--- src/rtl/aux_sink_reply_ctrl.sv ---
// Sink-side AUX native-transaction responder. Latches decoded request frames, services
// them against a local DPCD byte window, and drives registered reply fields to the encoder.
module aux_sink_reply_ctrl #(
  parameter logic [19:0] DPCD_BASE  = 20'h00100,
  parameter int unsigned DPCD_DEPTH = 16,
  parameter int unsigned REPLY_DLY  = 4
) (
  input  logic        clk,
  input  logic        rst,
  input  logic        req_hdr_vld,
  input  logic [1:0]  req_cmd,
  input  logic [19:0] req_address,
  input  logic [7:0]  req_len,
  input  logic        req_data_vld,
  input  logic [7:0]  req_data,
  input  logic        req_stop,
  input  logic        sink_busy,
  output logic        rsp_busy,
  output logic        rpl_tr_vld,
  output logic [1:0]  rpl_ack,
  output logic        rpl_data_vld,
  output logic [7:0]  rpl_data,
  output logic        rpl_done
);

  localparam int unsigned IDX_W    = (DPCD_DEPTH > 1) ? $clog2(DPCD_DEPTH) : 1;
  localparam logic [20:0] BASE21   = {1'b0, DPCD_BASE};
  localparam logic [20:0] LAST21   = BASE21 + 21'(DPCD_DEPTH) - 21'd1;
  localparam logic [15:0] DLY_LAST = 16'(REPLY_DLY - 1);

  localparam logic [1:0] AckAck   = 2'b00;
  localparam logic [1:0] AckNack  = 2'b01;
  localparam logic [1:0] AckDefer = 2'b10;

  typedef enum logic [2:0] {
    StIdle, StRxWdata, StWaitStop, StTurn, StTxHdr, StTxData, StDone
  } state_e;

  state_e state_q, state_d;

  logic [1:0]  cmd_q;
  logic [19:0] addr_q;
  logic [7:0]  len_q;
  logic        defer_q;
  logic        frozen_q;
  logic [8:0]  idx_q;   // write byte index within the frame, saturates at len+1
  logic [8:0]  wcnt_q;  // bytes actually written
  logic [15:0] dly_q;
  logic [8:0]  cnt_q;   // index of the reply byte currently on rpl_data
  logic [7:0]  window_q [DPCD_DEPTH];

  logic [20:0]      wr_a, rd_a, rd_end;
  logic             wr_in, wr_take, wr_en, rd_ok;
  logic [IDX_W-1:0] wr_idx, rd_idx;
  logic [1:0]       ack_code;
  logic [8:0]       nbytes, tx_idx;
  logic [7:0]       tx_byte;

  // Write-path decode and reply-content decision from the latched request.
  always_comb begin
    wr_a    = {1'b0, addr_q} + {12'b0, idx_q};
    wr_in   = (wr_a >= BASE21) && (wr_a <= LAST21);
    wr_take = (state_q == StRxWdata) && req_data_vld && (idx_q <= {1'b0, len_q});
    wr_en   = wr_take && !defer_q && !frozen_q && wr_in;
    wr_idx  = IDX_W'(wr_a - BASE21);

    rd_end  = {1'b0, addr_q} + {13'b0, len_q};
    rd_ok   = ({1'b0, addr_q} >= BASE21) && (rd_end <= LAST21);

    ack_code = AckAck;
    nbytes   = 9'd0;
    if (defer_q) begin
      ack_code = AckDefer;
    end else if (cmd_q[1]) begin
      ack_code = AckNack;
    end else if (cmd_q == 2'b00) begin
      if (wcnt_q != {1'b0, len_q} + 9'd1) begin
        ack_code = AckNack;
        nbytes   = 9'd1;
      end
    end else if (rd_ok) begin
      nbytes = {1'b0, len_q} + 9'd1;
    end else begin
      ack_code = AckNack;
    end

    tx_idx  = (state_q == StTxHdr) ? 9'd0 : cnt_q + 9'd1;
    rd_a    = {1'b0, addr_q} + {12'b0, tx_idx};
    rd_idx  = IDX_W'(rd_a - BASE21);
    tx_byte = (cmd_q == 2'b00) ? wcnt_q[7:0] : window_q[rd_idx];
  end

  // Next-state logic.
  always_comb begin
    state_d = state_q;
    unique case (state_q)
      StIdle:     if (req_hdr_vld) state_d = (req_cmd == 2'b00) ? StRxWdata : StWaitStop;
      StRxWdata,
      StWaitStop: if (req_stop) state_d = StTurn;
      StTurn:     if (dly_q == DLY_LAST) state_d = StTxHdr;
      StTxHdr:    state_d = (nbytes != 9'd0) ? StTxData : StDone;
      StTxData:   if (cnt_q == nbytes - 9'd1) state_d = StDone;
      StDone:     state_d = StIdle;
      default:    state_d = StIdle;
    endcase
  end

  // State register.
  always_ff @(posedge clk) begin
    if (rst) state_q <= StIdle;
    else     state_q <= state_d;
  end

  // Header latch, write counters, turnaround delay and the DPCD window.
  always_ff @(posedge clk) begin
    if (rst) begin
      cmd_q    <= 2'b00;
      addr_q   <= 20'd0;
      len_q    <= 8'd0;
      defer_q  <= 1'b0;
      frozen_q <= 1'b0;
      idx_q    <= 9'd0;
      wcnt_q   <= 9'd0;
      dly_q    <= 16'd0;
      cnt_q    <= 9'd0;
      for (int i = 0; i < int'(DPCD_DEPTH); i++) window_q[i] <= 8'h00;
    end else begin
      if (state_q == StIdle && req_hdr_vld) begin
        cmd_q    <= req_cmd;
        addr_q   <= req_address;
        len_q    <= req_len;
        defer_q  <= sink_busy;
        frozen_q <= 1'b0;
        idx_q    <= 9'd0;
        wcnt_q   <= 9'd0;
      end
      if (wr_take) idx_q <= idx_q + 9'd1;
      if (wr_en) begin
        window_q[wr_idx] <= req_data;
        wcnt_q           <= wcnt_q + 9'd1;
      end else if (wr_take && !defer_q && !wr_in) begin
        frozen_q <= 1'b1;
      end
      dly_q <= (state_q == StTurn) ? dly_q + 16'd1 : 16'd0;
      if (state_d == StTxData) cnt_q <= tx_idx;
    end
  end

  // Registered reply outputs, driven from the next state so they line up with it.
  always_ff @(posedge clk) begin
    if (rst) begin
      rsp_busy     <= 1'b0;
      rpl_tr_vld   <= 1'b0;
      rpl_ack      <= 2'b00;
      rpl_data_vld <= 1'b0;
      rpl_data     <= 8'h00;
      rpl_done     <= 1'b0;
    end else begin
      rsp_busy     <= (state_d != StIdle);
      rpl_tr_vld   <= (state_d == StTxHdr);
      rpl_ack      <= (state_d == StTxHdr) ? ack_code : 2'b00;
      rpl_data_vld <= (state_d == StTxData);
      rpl_data     <= (state_d == StTxData) ? tx_byte : 8'h00;
      rpl_done     <= (state_d == StDone);
    end
  end

endmodule

--- config.mk ---
export PLATFORM = sky130hd
export DESIGN_NAME = aux_sink_reply_ctrl
export DESIGN_NICKNAME = d
export VERILOG_FILES = /design/src/rtl/aux_sink_reply_ctrl.sv
export SDC_FILE = /design/constraint.sdc
export NUM_CORES = 1
export LEC_CHECK = 0
export ABC_AREA = 1
export CAP_MARGIN = 40
export CORE_ASPECT_RATIO = 0.9
export CORE_MARGIN = 2
export CORE_UTILIZATION = 47
export CTS_CLUSTER_DIAMETER = 40
export DETAILED_ROUTE_END_ITERATION = 7
export DONT_BUFFER_PORTS = 1
export GPL_ROUTABILITY_DRIVEN = 0
export PLACE_DENSITY = 0.68
export SLEW_MARGIN = 20
export SYNTH_ARGS = -nofsm -noshare
export SYNTH_HDL_FRONTEND = slang
export SYNTH_SLANG_ARGS = --single-unit
--- constraint.sdc ---
create_clock -name clk -period 7.6 [get_ports clk]
set_input_delay 0 -clock clk [delete_from_list [all_inputs] [get_ports clk]]
set_output_delay 0 -clock clk [all_outputs]
set_load 0.01 [all_outputs]
### Word-level counts from Yosys, hierarchy flattened

Memory sizes are Yosys's and may differ from the RTL's.
Index checks and enable logic that the tools add are counted.
Widths: inputs -> output; s select.

| word-level totals | value |
|---|---|
| register bits after elaboration | 92 |
| memories | 1 |
| word-level logic and storage cells | 106 |
| bits in writable memories | 128 |

Memory list:

| name | words | width | read ports | clocked after memory_dff | write ports | line | RTL |
|---|---|---|---|---|---|---|---|
| window_q | 16 | 8 | 1 | 0 | 16 | 50 | `logic [7:0] window_q [DPCD_DEPTH];` |

| cells by class | value |
|---|---|
| reductions and logical operators | 25 |
| $add $sub $neg | 11 |
| muxes and demuxes | 33 |
| magnitude comparators | 5 |
| eq/ne operators | 11 |
| bitwise logic cells | 3 |

Operators with widths:

| cell | number |
|---|---|
| $mux 9 | 8 |
| $le 21x9->1 const B | 2 |
| $add 9x1->9 const B | 3 |
| $add 20x8->21 | 1 |
| $add 20x9->21 | 1 |
| $ge 21x9->1 const B | 1 |
| $ge 20x9->1 const B | 1 |
| $add 16x1->16 const B | 1 |
| $eq 16x2->1 const B | 1 |
| $mux 8 | 2 |
| $eq 3x3->1 const B | 5 |
| $pmux 3 s5 | 1 |
| $mux 1 | 12 |
| $mux 3 | 4 |
| $mux 2 | 5 |
| $add 8x1->9 const B | 1 |
| $eq 9x9->1 | 1 |
| $le 9x8->1 | 1 |
| $logic_and 1x1->1 | 9 |
| $ne 9x9->1 | 1 |
| $reduce_bool 9->1 | 1 |
| $sub 9x1->9 const B | 1 |
| $reduce_or 2->1 | 4 |
| $reduce_or 8->1 | 1 |
| 12 further kinds | 20 |

### Logic depth before layout (Yosys ltp)

| logic depth | value |
|---|---|
| depth in word-level cells | 14 |
| mapped depth | 30 |
| gate-level depth less buffers | 30 |

### Worst setup path after synthesis

No wires, ideal clock.

| timing | value |
|---|---|
| path kind | register to register |
| start | register len_q[0] |
| end | register rpl_data[0] |
| path slack | 4.061 ns |
| data arrival time | 3.422 ns |
| period minus slack after synthesis | 3.539 ns |
| setup time | 0.117 ns |
| buffers on the path | 0 |
| cell stages (with the launch flop) | 28 |
| cell sequence | dfxtp_1 ha_1 fa_1 nand3_1 nand2_1 nand2_1 nand2_2 nand2_1 nand2_1 nand2_1 nand3_2 nor3_4 nand3_2 inv_2 nand2_1 ha_1 inv_1 nand4_1 nand3_1 nand4_1 nor2_1 nand3_1 nor2_2 nand2_1 nand2_2 nand2_2 nand2_2 nor2_1 |

| on the way | value |
|---|---|
| cells in the longest elaborated chain, start to end | 14 |
| elaborated cells on any way between the ends | 19 |
| those cells by class | 3 x add/sub; 1 x order compare; 3 x eq/ne; 8 x mux; 1 x bitwise; 3 x reduce/logical |

RTL lines:

| element | line | RTL |
|---|---|---|
| start: declaration | 43 | `logic [7:0] len_q;` |
| start signal: assignment | 131 | `len_q <= req_len;` |
| $add 20x8->21 | 67 | `rd_end = {1'b0, addr_q} + {13'b0, len_q};` |
| $le 21x9->1 | 68 | `rd_ok = ({1'b0, addr_q} >= BASE21) && (rd_end <= LAST21);` |
| $logic_and 1x1->1 | 68 |  |
| $mux 9 | 81 | `end else if (rd_ok) begin` |
| $mux 9 (*) | 76 | `end else if (cmd_q == 2'b00) begin` |
| $mux 9 (*) | 74 | `end else if (cmd_q[1]) begin` |
| $mux 9 (*) | 72 | `if (defer_q) begin` |
| $sub 9x1->9 | 102 | `StTxData: if (cnt_q == nbytes - 9'd1) state_d = StDone;` |
| $eq 9x9->1 | 102 |  |
| $mux 3 | 102 |  |
| $pmux 3 s5 (*) | 96 | `unique case (state_q)` |
| $eq 3x3->1 (*) | 163 | `rpl_data <= (state_d == StTxData) ? tx_byte : 8'h00;` |
| $not 1->1 (no line) (*) | n/a |  |
| $reduce_or 2->1 (no line) (*) | n/a |  |
| end signal: assignment | 163 |  |
| end: declaration | 22 | `output logic [7:0] rpl_data,` |

Every way passes the cells marked *; elsewhere a longest branch is shown, timed or not.
A chain may end at the register's enable or synchronous reset.

### Worst setup path after layout

| timing | value |
|---|---|
| start | register len_q[0] |
| end | register state_q[0] |

| on the way | value |
|---|---|
| cells in the longest elaborated chain, start to end | 11 |
| elaborated cells on any way between the ends | 16 |
| those cells by class | 3 x add/sub; 1 x order compare; 2 x eq/ne; 8 x mux; 2 x reduce/logical |

RTL lines:

| element | line | RTL |
|---|---|---|
| $add 20x8->21 | 67 |  |
| $le 21x9->1 | 68 |  |
| $logic_and 1x1->1 | 68 |  |
| $mux 9 | 81 |  |
| $mux 9 (*) | 76 |  |
| $mux 9 (*) | 74 |  |
| $mux 9 (*) | 72 |  |
| $sub 9x1->9 | 102 |  |
| $eq 9x9->1 | 102 |  |
| $mux 3 | 102 |  |
| $pmux 3 s5 (*) | 96 |  |
| end signal: assignment | 110 | `if (rst) state_q <= StIdle;` |
| end signal: assignment | 111 | `else state_q <= state_d;` |
| end: declaration | 39 | `state_e state_q, state_d;` |

Marks and branches as above.

==> run summary <==
Slew @ Worst Pin: 0.811 ns
Simple-gate share of the synthesized area: 29.1%
Netlist Area Pre-Place: 0.0124 sq mm
Syn avg cell area: 7.75 sq um
GRT Total Usage: 24.0%
Synth-to-Final Area Change: 15.0%
Final hold viol count: 0
First-pass GRT wire length: 53300 microns
Peak VDD IR: 0.177 mV
Setup violators final: 0
Synthesized net count: 1688
Critical path startpoint category: flip-flop
Post-synth top flop: edfxtp_1
Starting DRT DRC Count: 1189
Slew Limit Fails: 0
Die Area: 0.0278 sq mm
Most common library cells after synthesis: nor2_1 (345), nand2_1 (312), inv_1 (161)
Pre-antenna DRT Iters: 5
Area leader, netlist: edfxtp_1
Crit. End Element: flip-flop
Fin crit period: 4.60 ns
Num Clock Sinks: 220
Vias in the first global route: 10.2k
Post-DRT Antenna Nets: 0
Asr flop ratio synth: 0%
CP arrival: 5.06 ns
Antenna Cells: 0
Die X: 176 microns
#FFs+latches synth: 220
Required time of the worst setup path: 8.06 ns
Fin nets: 1718
Clk_lat worst skew: 0.57 ns
CTS tree: done
Final wirelength: 34100 microns
FMAX: 217 MHz
Setup TNS: 0 ns
Synthesized-area fraction occupied by adder cells: 3.90%
Synth Area in Compound Gates: 11.3%
Area of placed instances: 0.0128 sq mm
Clk slew on worst S/H paths: 0.06 ns
Leakage power: 0.00597 uW
GR Overflow Total: 0
Clock root buffer: clkbuf_16
Post-DP HPWL: 24100 microns
Status: completed
Setup Skew: 0.0186 ns
Crit path max fanout: 13
Post-synthesis mux area share: 0.804%
Number of remaining DRC errors: 0
Layout cells sized above 1: 7.34%
Initial antenna violation count: 0
Inserted Clock Buffers: 31
Core Footprint: 0.0261 sq mm
Synth area leaders: edfxtp_1 (31%), dfxtp_1 (15%), nor2_1 (10%)
Die height: 158 microns
CTS H-tree depth: 1
CTS max path bufs: 3
Slew headroom: 45.9%
Resized cells post-CTS: 0
Post-route clock period utilization: 60.5%
Total power: 3660 uW
DR WL/cell: 17.0 microns
Largest family of logic cells by synthesized area: simple AND/OR/NAND/NOR gates
Post-Syn Instances: 1607
Worst Hold Class: input pin to flip-flop
Post-synth EDFFs: 128
CP Class: flip-flop to flip-flop
Top cell type's share of synthesized area: 30.9%
Seq/Total Area, Yosys: 45.7%
Max-cap check violation count: 0
Post-Synth XOR/XNOR Area: 2.36%
Largest net degree at the start of global routing: 66
Post-DR vias/cell: 5.57
PD cells: 256 mW/mm^2
Port Buffers: 0
Hold Slack: 0.0238 ns
Via count: 11.2k
Unique masters post-synth: 54
I/O Pins: 58
RSZ-0062 raised after global routing: false
Core Rows: 56
Initial cell density of the core: 47.8%
Post-route cell area: 0.0143 sq mm
Top-count cell post-synth: nor2_1
Synth warn: 0
worst paths after layout:
check             cells past startpoint  slack, ns         endpoint   startpoint
hold / removal                        2       0.02  window_q[12][1]  req_data[1]
setup / recovery                     27       3.00       state_q[0]     len_q[0]
setup reg to reg                     27       3.00       state_q[0]     len_q[0]
hold reg to reg                       1       0.46         dly_q[0]     dly_q[0]
layer usage:
| layer | routed length [microns] | vias up | global-route usage (%) |
|---|---|---|---|
| met2 | 15200 | 434 | 38.1 |
| li1 | - | 5449 | - |
| met1 | 15600 | 5253 | 34.5 |
| met5 | 0 | - | 0 |
| met3 | 2570 | 53 | 3.75 |
| met4 | 677 | 0 | 5.71 |
layout make-up:
class,instances,area [sq um]
clock buffers,34,797
clock inverters,24,350
fillers,2394,11700
inverters,173,649
multi-input cells,1165,5940
flip-flops and latches,220,5690
well taps,348,435
repair buffers,46,460
logic make-up after synthesis:
kind of cell | count (synthesis)
muxes | 9
DFF | 220
adders and majority gates | 37
xor gates and xnor gates | 32
buffers and inverters | 222
AOI/OAI and AO/OA | 244
and+or+nand+nor | 843
worst max-delay path: stages (launching register included):
cell	delay [ns]
dfxtp_1	0.53
ha_1	0.31
fa_1	0.28
nand3_1	0.13
nand2_1	0.11
nand2_1	0.09
nand2_2	0.11
nand2_1	0.06
nand2_1	0.05
nand2_1	0.07
inv_1	0.07
nand3_2	0.08
nor3_4	0.33
nand3_2	0.19
inv_2	0.14
nand2_1	0.07
ha_1	0.20
inv_1	0.06
nand4_1	0.12
nand3_1	0.13
nand4_1	0.09
nor2_1	0.09
nand3_1	0.09
nor2_2	0.12
nand2_1	0.07
nand2_2	0.22
a21oi_1	0.10
dlygate4sd3_1	0.56
timing repair:
| action | CTS | global route |
|---|---|---|
| buffers inserted | 0 | 0 |
| hold endpoints to repair | 82 | 0 |
| hold buffers | 37 | 0 |
power by group:
part	internal, uW	switching, uW	total (uW)	leakage, uW
registers	1310	51.2	1360	0.00207
clock network	1010	576	1580	0.000552
logic	233	483	715	0.00335
total	2550	1110	3660	0.00597
flip-flops by register name (all words and copies together) (netlist names), 3 cells and up:
register	flops
len_q	8
wcnt_q	9
addr_q	20
window_q	128
idx_q	9
cnt_q	9
state_q	3
rpl_data	8
dly_q	16
layout by cell type (no fill, tap or decap), types with 3 or more instances in the layout:
| master | count |
|---|---|
| nor2_1 | 345 |
| nand2_1 | 312 |
| inv_1 | 161 |
| edfxtp_1 | 128 |
| o21ai_0 | 92 |
| dfxtp_1 | 92 |
| a21oi_1 | 87 |
| nand3_1 | 73 |
| dlygate4sd3_1 | 36 |
| ha_1 | 33 |
| o32ai_1 | 31 |
| clkbuf_16 | 31 |
| nor3_1 | 27 |
| xor2_1 | 25 |
| nand4_1 | 22 |
| nand2_2 | 12 |
| a31oi_1 | 11 |
| nand4_2 | 9 |
| nand3_2 | 8 |
| inv_2 | 8 |
| nor4_1 | 8 |
| mux2_2 | 8 |
| buf_4 | 8 |
| nand2b_1 | 7 |
| bufinv_16 | 7 |
| nand3b_1 | 6 |
| xnor2_1 | 5 |
| nor3b_1 | 5 |
| clkinv_1 | 5 |
| clkinvlp_4 | 4 |
| clkinv_2 | 4 |
| a211oi_1 | 3 |
| o21bai_1 | 3 |
| o2111ai_1 | 3 |
| inv_6 | 3 |
per-stage QoR:
stage	utilization [%]	cells	setup WS [ns]
floorplan	-	1607	4.06
global placement	48.9	1912	3.12
detailed placement	49.1	1915	3.15
CTS	54.9	2010	3.06
global route	54.9	2010	2.59
finish	54.9	2010	3.00
No activity file was read; power rests on OpenSTA's default activity.
